### src/rtl/ntt_job_scheduler_pkg.sv
// Shared FSM encoding and parameter defaults for the NTT job scheduler.
// Latency: n/a (declarations only).
// Backpressure: n/a.
package ntt_job_scheduler_pkg;

    localparam logic [2:0] ST_IDLE   = 3'd0;
    localparam logic [2:0] ST_CLEAR  = 3'd1;
    localparam logic [2:0] ST_START  = 3'd2;
    localparam logic [2:0] ST_RUN    = 3'd3;
    localparam logic [2:0] ST_REPORT = 3'd4;

    typedef enum logic [2:0] {
        S_IDLE   = ST_IDLE,
        S_CLEAR  = ST_CLEAR,
        S_START  = ST_START,
        S_RUN    = ST_RUN,
        S_REPORT = ST_REPORT
    } sched_state_t;

    localparam int CLR_CYCLES_DEF = 4;
    localparam int TOUT_W_DEF     = 24;

endpackage

### src/rtl/ntt_job_fifo.sv
// Small synchronous FIFO holding queued job descriptors.
// Latency: a pushed word is poppable the cycle after the push; head word is read combinationally.
// Backpressure: full derives from the registered count, so a push while full is refused even if popping.
module ntt_job_fifo #(
    parameter int WIDTH = 11,
    parameter int DEPTH = 4
) (
    input  logic             clk,
    input  logic             rst,
    input  logic             push,
    input  logic [WIDTH-1:0] push_dat,
    input  logic             pop,
    output logic [WIDTH-1:0] pop_dat,
    output logic             full,
    output logic             empty
);

    localparam int AW = $clog2(DEPTH);
    localparam logic [AW:0] FULL_CNT = (AW+1)'(DEPTH);

    logic [WIDTH-1:0] mem [DEPTH];
    logic [AW-1:0]    wr_ptr;
    logic [AW-1:0]    rd_ptr;
    logic [AW:0]      count;
    logic             do_push;
    logic             do_pop;

    assign full    = (count == FULL_CNT);
    assign empty   = (count == '0);
    assign do_push = push && !full;
    assign do_pop  = pop && !empty;
    assign pop_dat = mem[rd_ptr];

    always_ff @(posedge clk) begin
        if (do_push) begin
            mem[wr_ptr] <= push_dat;
        end
    end

    // Pointers wrap naturally because DEPTH is a power of two.
    always_ff @(posedge clk) begin
        if (rst) begin
            wr_ptr <= '0;
            rd_ptr <= '0;
            count  <= '0;
        end else begin
            if (do_push) begin
                wr_ptr <= wr_ptr + 1'b1;
            end
            if (do_pop) begin
                rd_ptr <= rd_ptr + 1'b1;
            end
            count <= count + {{AW{1'b0}}, do_push} - {{AW{1'b0}}, do_pop};
        end
    end

endmodule

### src/rtl/ntt_job_scheduler.sv
// Runs queued NTT/INTT jobs one at a time through the single-shot NTT wrapper.
// Latency: pop to start is 1+CLR_CYCLES cycles; done pulses the cycle after the final write-back.
// Backpressure: req_ready drops while the job FIFO is full; no backpressure on done.
module ntt_job_scheduler
    import ntt_job_scheduler_pkg::*;
#(
    parameter int LOGN       = 12,
    parameter int BANKW      = 3,
    parameter int TAGW       = 4,
    parameter int FIFO_DEPTH = 4,
    parameter int CLR_CYCLES = CLR_CYCLES_DEF,
    parameter int TOUT_W     = TOUT_W_DEF
) (
    input  logic             clk,
    input  logic             rst,
    input  logic             req_valid,
    output logic             req_ready,
    input  logic             req_intt,
    input  logic [BANKW-1:0] req_src,
    input  logic [BANKW-1:0] req_dst,
    input  logic [TAGW-1:0]  req_tag,
    output logic             nttw_rst,
    output logic             nttw_start,
    output logic             nttw_intt,
    input  logic             nttw_wea,
    input  logic             nttw_finish,
    output logic [BANKW-1:0] src_bank,
    output logic [BANKW-1:0] dst_bank,
    output logic             done_valid,
    output logic [TAGW-1:0]  done_tag,
    output logic             done_err,
    output logic             busy,
    input  logic             abort
);

    localparam int JW = 1 + 2*BANKW + TAGW;
    localparam int CW = (CLR_CYCLES > 1) ? $clog2(CLR_CYCLES) : 1;
    localparam logic [CW-1:0]  CLR_LOAD = CW'(CLR_CYCLES - 1);
    localparam logic [LOGN:0]  WR_FULL  = {1'b1, {LOGN{1'b0}}};

    sched_state_t      state;
    logic [CW-1:0]     clr_cnt;
    logic [LOGN:0]     wr_cnt;
    logic [LOGN:0]     wr_nxt;
    logic [TOUT_W-1:0] tout_cnt;
    logic [TAGW-1:0]   tag_q;
    logic              job_ok;
    logic              tout_hit;

    logic              fifo_full;
    logic              fifo_empty;
    logic              fifo_pop;
    logic [JW-1:0]     fifo_dat;

    ntt_job_fifo #(
        .WIDTH (JW),
        .DEPTH (FIFO_DEPTH)
    ) u_fifo (
        .clk      (clk),
        .rst      (rst),
        .push     (req_valid && req_ready),
        .push_dat ({req_intt, req_src, req_dst, req_tag}),
        .pop      (fifo_pop),
        .pop_dat  (fifo_dat),
        .full     (fifo_full),
        .empty    (fifo_empty)
    );

    assign req_ready = !fifo_full;
    assign fifo_pop  = (state == S_IDLE) && !fifo_empty;
    assign busy      = (state != S_IDLE) || !fifo_empty;

    // Write count saturates so surplus write enables cannot wrap it past completion.
    assign wr_nxt   = (nttw_wea && (wr_cnt != WR_FULL)) ? wr_cnt + 1'b1 : wr_cnt;
    assign job_ok   = (wr_nxt == WR_FULL) && nttw_finish;
    assign tout_hit = &tout_cnt;

    always_ff @(posedge clk) begin
        if (rst) begin
            state      <= S_IDLE;
            nttw_rst   <= 1'b1;
            nttw_start <= 1'b0;
            nttw_intt  <= 1'b0;
            src_bank   <= '0;
            dst_bank   <= '0;
            done_valid <= 1'b0;
            done_tag   <= '0;
            done_err   <= 1'b0;
            clr_cnt    <= '0;
            wr_cnt     <= '0;
            tout_cnt   <= '0;
            tag_q      <= '0;
        end else begin
            nttw_start <= 1'b0;
            done_valid <= 1'b0;
            case (state)
                S_IDLE: begin
                    nttw_rst <= 1'b1;
                    if (!fifo_empty) begin
                        {nttw_intt, src_bank, dst_bank, tag_q} <= fifo_dat;
                        clr_cnt <= CLR_LOAD;
                        state   <= S_CLEAR;
                    end
                end
                S_CLEAR: begin
                    if (clr_cnt == '0) begin
                        nttw_rst   <= 1'b0;
                        nttw_start <= 1'b1;
                        state      <= S_START;
                    end else begin
                        clr_cnt <= clr_cnt - 1'b1;
                    end
                end
                S_START: begin
                    wr_cnt   <= '0;
                    tout_cnt <= '0;
                    state    <= S_RUN;
                end
                S_RUN: begin
                    wr_cnt   <= wr_nxt;
                    tout_cnt <= tout_cnt + 1'b1;
                    // A completing job wins over a simultaneous timeout or abort.
                    if (job_ok || tout_hit || abort) begin
                        nttw_rst   <= 1'b1;
                        done_valid <= 1'b1;
                        done_err   <= !job_ok;
                        done_tag   <= tag_q;
                        state      <= S_REPORT;
                    end
                end
                S_REPORT: begin
                    nttw_rst <= 1'b1;
                    state    <= S_IDLE;
                end
                default: begin
                    nttw_rst <= 1'b1;
                    state    <= S_IDLE;
                end
            endcase
        end
    end

endmodule

### config.mk
export PLATFORM = sky130hd
export DESIGN_NAME = ntt_job_scheduler
export DESIGN_NICKNAME = d
export VERILOG_FILES = /design/src/rtl/ntt_job_scheduler_pkg.sv /design/src/rtl/ntt_job_fifo.sv /design/src/rtl/ntt_job_scheduler.sv
export SDC_FILE = /design/constraint.sdc
export NUM_CORES = 1
export LEC_CHECK = 0
export ABC_CLOCK_PERIOD_IN_PS = 3200
export BUFFER_PORTS_ARGS = -buffer_cell sky130_fd_sc_hd__buf_2
export CORE_MARGIN = 8
export CORE_UTILIZATION = 45
export CTS_CLUSTER_DIAMETER = 100
export DETAILED_ROUTE_END_ITERATION = 6
export PLACE_DENSITY = 0.62
export SYNTH_ARGS = -nofsm -noshare
export SYNTH_HDL_FRONTEND = slang
export SYNTH_HIERARCHICAL = 1
export SYNTH_SLANG_ARGS = --single-unit
### constraint.sdc
create_clock -name clk -period 3.2 [get_ports clk]
set_input_delay 0.32 -clock clk [delete_from_list [all_inputs] [get_ports clk]]
set_output_delay 0.32 -clock clk [all_outputs]
set_load 0.005 [all_outputs]
==> results.md <==
* Status: finished clean
* Mapped cell area at roughly 5100 um2
* RSZ-0062 raised after global routing: no
* Vias in the first global route at 3393
* # setup viols final at 0
* Core Rows at 38
* Ant diodes at 0
* Reg2Reg Launch Point: u_fifo/count[1]
* Compound-Gate Fraction of Synth Area at 9.611%
* Hold Path End: u_fifo/mem[2][3]
* PostCTS Resize Cnt at 0
* Adder-cell area share of the yosys netlist at under 10%
* # H-tree levels at 4
* Number of DRC markers in iteration 0 at approximately 250
* Flop-to-flop setup slack at between 600 and 700 ps
* Final design utilization at 53.87%
* Leakage power at 2.097 nW
* Worst Setup End Kind: flop
* Via count at approximately 3500
* Final ANT Viol Nets at 0
* CP arrival at ~2900 ps
* Leading area contributor after synthesis: dfxtp_1
* Multiplexer fraction of the synthesized cell area at under 10%
* Synth area leaders: dfxtp_1 28%, edfxtp_1 26%, mux4_2 4.9%
* Area delta synth->final at 16.02%
* Core area at 10940 um2
* Pre-Repair DR Iteration Count at 4
* Hold path cells at 1
* Slew margin rel. at 49.11%
* CTS Buffer Depth at 2
* IO Pins at 34
* Hold Crit Start: req_tag[3]
* CP startpoint kind: flop
* Yosys reg bits at ~110
* Fin area at ~5900 um2
* Die Wd at roughly 120 um
* Routability congestion estimate at a little over 0.8
* Die Area at roughly 15000 um2
* Post-Route Setup TNS at 0 ps
* Initial antenna violation count at 0
* Tmin final at around 2600 ps
* CTS tree: done
* Largest family of logic cells by synthesized area: simple AND/OR/NAND/NOR gates
* Mapped Nets at slightly above 500
* Hold WC Path Type: in -> reg
* Final hold violation count at 0
* Insertion delay to the later sink of the worst-skew pair at around 400 ps
* Most frequent cell after synthesis: dfxtp_1
* Syn_area_per_cell at 10.49 um2
* Register-to-Register Path Depth at 13
* Post-synthesis xor/xnor area fraction at about 3.3%
* Main synth FF type: dfxtp_1
* CTS Sinks at 114
* Register area share after synthesis at about 54%
* Max VDD drop at approximately 0.46 mV
* Initial core utilization at a little under half
* Via density per instance at ~5.3
* Worst-margin pin slew at approximately 760 ps
* # fillers at about 980
* Cts hold-fix bufs at 0
* Post-Syn Instances at roughly 480
* Fin crit share at 79.77%
* Yosys warns at 6
* Placed cell area at approximately 5300 um2
* Simple-gate share of the synthesized area at ~20%
* Nets at roughly 540
* Synth unique cells at 62
* Post-CTS Setup Repair Bufs at 0
* Synth top area share at 27.60%
* Peak Freq at a little under 0.4 GHz
* Layout cell share with drive strength beyond 1 at between 10% and 20%
* Worst-path fanout max at 6
* Worst Path Required at roughly 3500 ps
* First-pass GRT wire length at between 15000 and 20000 um
* CTS root buf: clkbuf_16
* FF-to-FF End: u_fifo/count[2]
* Fraction of registers with async set/reset at 0%
* Die Ht at between 100 and 150 um
* Max Clock Skew at 10.18 ps
* Per-cell routed wire length at roughly 15 um
* Largest net degree at the start of global routing at 39
* EDFF count, synth at 44
* Clk slew on worst S/H paths at roughly 60 ps
* Grt ovf at 0
* Synth top cells by count: 70 x dfxtp_1, 54 x nand2_1, 49 x nor2_1
* Tot GR Track Use at between 10% and 20%
* Drt total wl at around 9900 um
* CTS Buf Count at 17
* Max Cap Violations at 0
* DRC at 0
* Power per cell area at 790.0 nW/um2
* Post-DP HPWL at roughly 6700 um
* Final max-slew violation count at 0
* Crit Path Category: reg -> reg
* # port buffers at 33
state kept, by name (all words and copies together) (netlist names), named ones only:
| name | flops |
|---|---|
| clr_cnt | 2 |
| done_err | 1 |
| done_tag | 4 |
| done_valid | 1 |
| dst_bank | 3 |
| nttw_intt | 1 |
| nttw_rst | 1 |
| nttw_start | 1 |
| src_bank | 3 |
| state | 3 |
| tag_q | 4 |
| tout_cnt | 24 |
| u_fifo/count | 3 |
| u_fifo/mem | 44 |
| u_fifo/rd_ptr | 2 |
| u_fifo/wr_ptr | 2 |
| wr_cnt | 13 |
cells by family after synthesis:
| group | after synthesis |
|---|---|
| muxes | 19 |
| adders and majority gates | 11 |
| DFF | 114 |
| and+or+nand+nor | 200 |
| xor gates and xnor gates | 19 |
| buffers and inverters | 45 |
| AOI/OAI and AO/OA | 76 |
layer usage:
layer  part of all wire [%]  global-route usage (%)
met5                      0                       0
met4                    1.3                   5.712
met3                    3.8                   4.088
met2                     48                   23.13
met1                     47                   16.75
how the worst max path moves through the flow:
stage                               start               to  slack, ps  cells after the start
after floorplan                  state[0]  u_fifo/count[2]        470                     15
after global placement          wr_cnt[0]      done_tag[3]        790                      9
after detailed placement  u_fifo/count[1]  u_fifo/count[2]        660                     13
after CTS                 u_fifo/count[1]  u_fifo/count[2]        630                     13
after global routing      u_fifo/count[1]  u_fifo/count[2]        380                     13
final                     u_fifo/count[1]  u_fifo/count[2]        650                     13
critical path, cell delays in order (launching register included):
cell and delay (ps):
dfxtp_1 480, nor3b_2 130, nor2b_1 130, inv_1 80
nor2_2 220, inv_1 80, ha_1 290, inv_1 60
ha_1 130, inv_1 50, fa_1 370, xor2_1 170
and2_2 190, nor3_1 110
power by group:
group | internal [mW] | switching, mW
clock network | 1.07 | 0.682
logic | 0.431 | 0.605
registers | 1.72 | 0.145
area by class of cell:
type                    instances  area, um2  share of cell area (%)
clock buffers                  17      425.4                   7.222
clock inverters                15      133.9                   2.273
inverters                      19      71.32                   1.211
multi-input cells             325       2152                   36.53
flip-flops and latches        114       2723                   46.22
well taps                     140      175.2                   2.974
repair buffers                 39      210.2                   3.568
metrics by stage:
step	total power [mW]	instances	hold WS [ps]	setup WS (ps)
3_5_place_dp	2.949	637	444.1	657.4
5_1_grt	4.918	669	113.0	377.5
4_1_cts	4.714	669	108.1	627.1
2_1_floorplan	2.599	484	418.9	469.8
6_report	4.654	669	124.9	647.2
3_3_place_gp	2.916	637	442.5	789.4
cells in the final DEF (no fill, tap or decap), drive strengths merged, types with 12 or more instances in the layout:
cell type,instances
dfxtp,70
nand2,54
nor2,50
edfxtp,44
buf,39
a21oi,32
inv,22
nor3,18
o21ai,18
clkbuf,17
nand3,15
nand2b,14
xor2,12
Power figures use the tool's default switching activity.
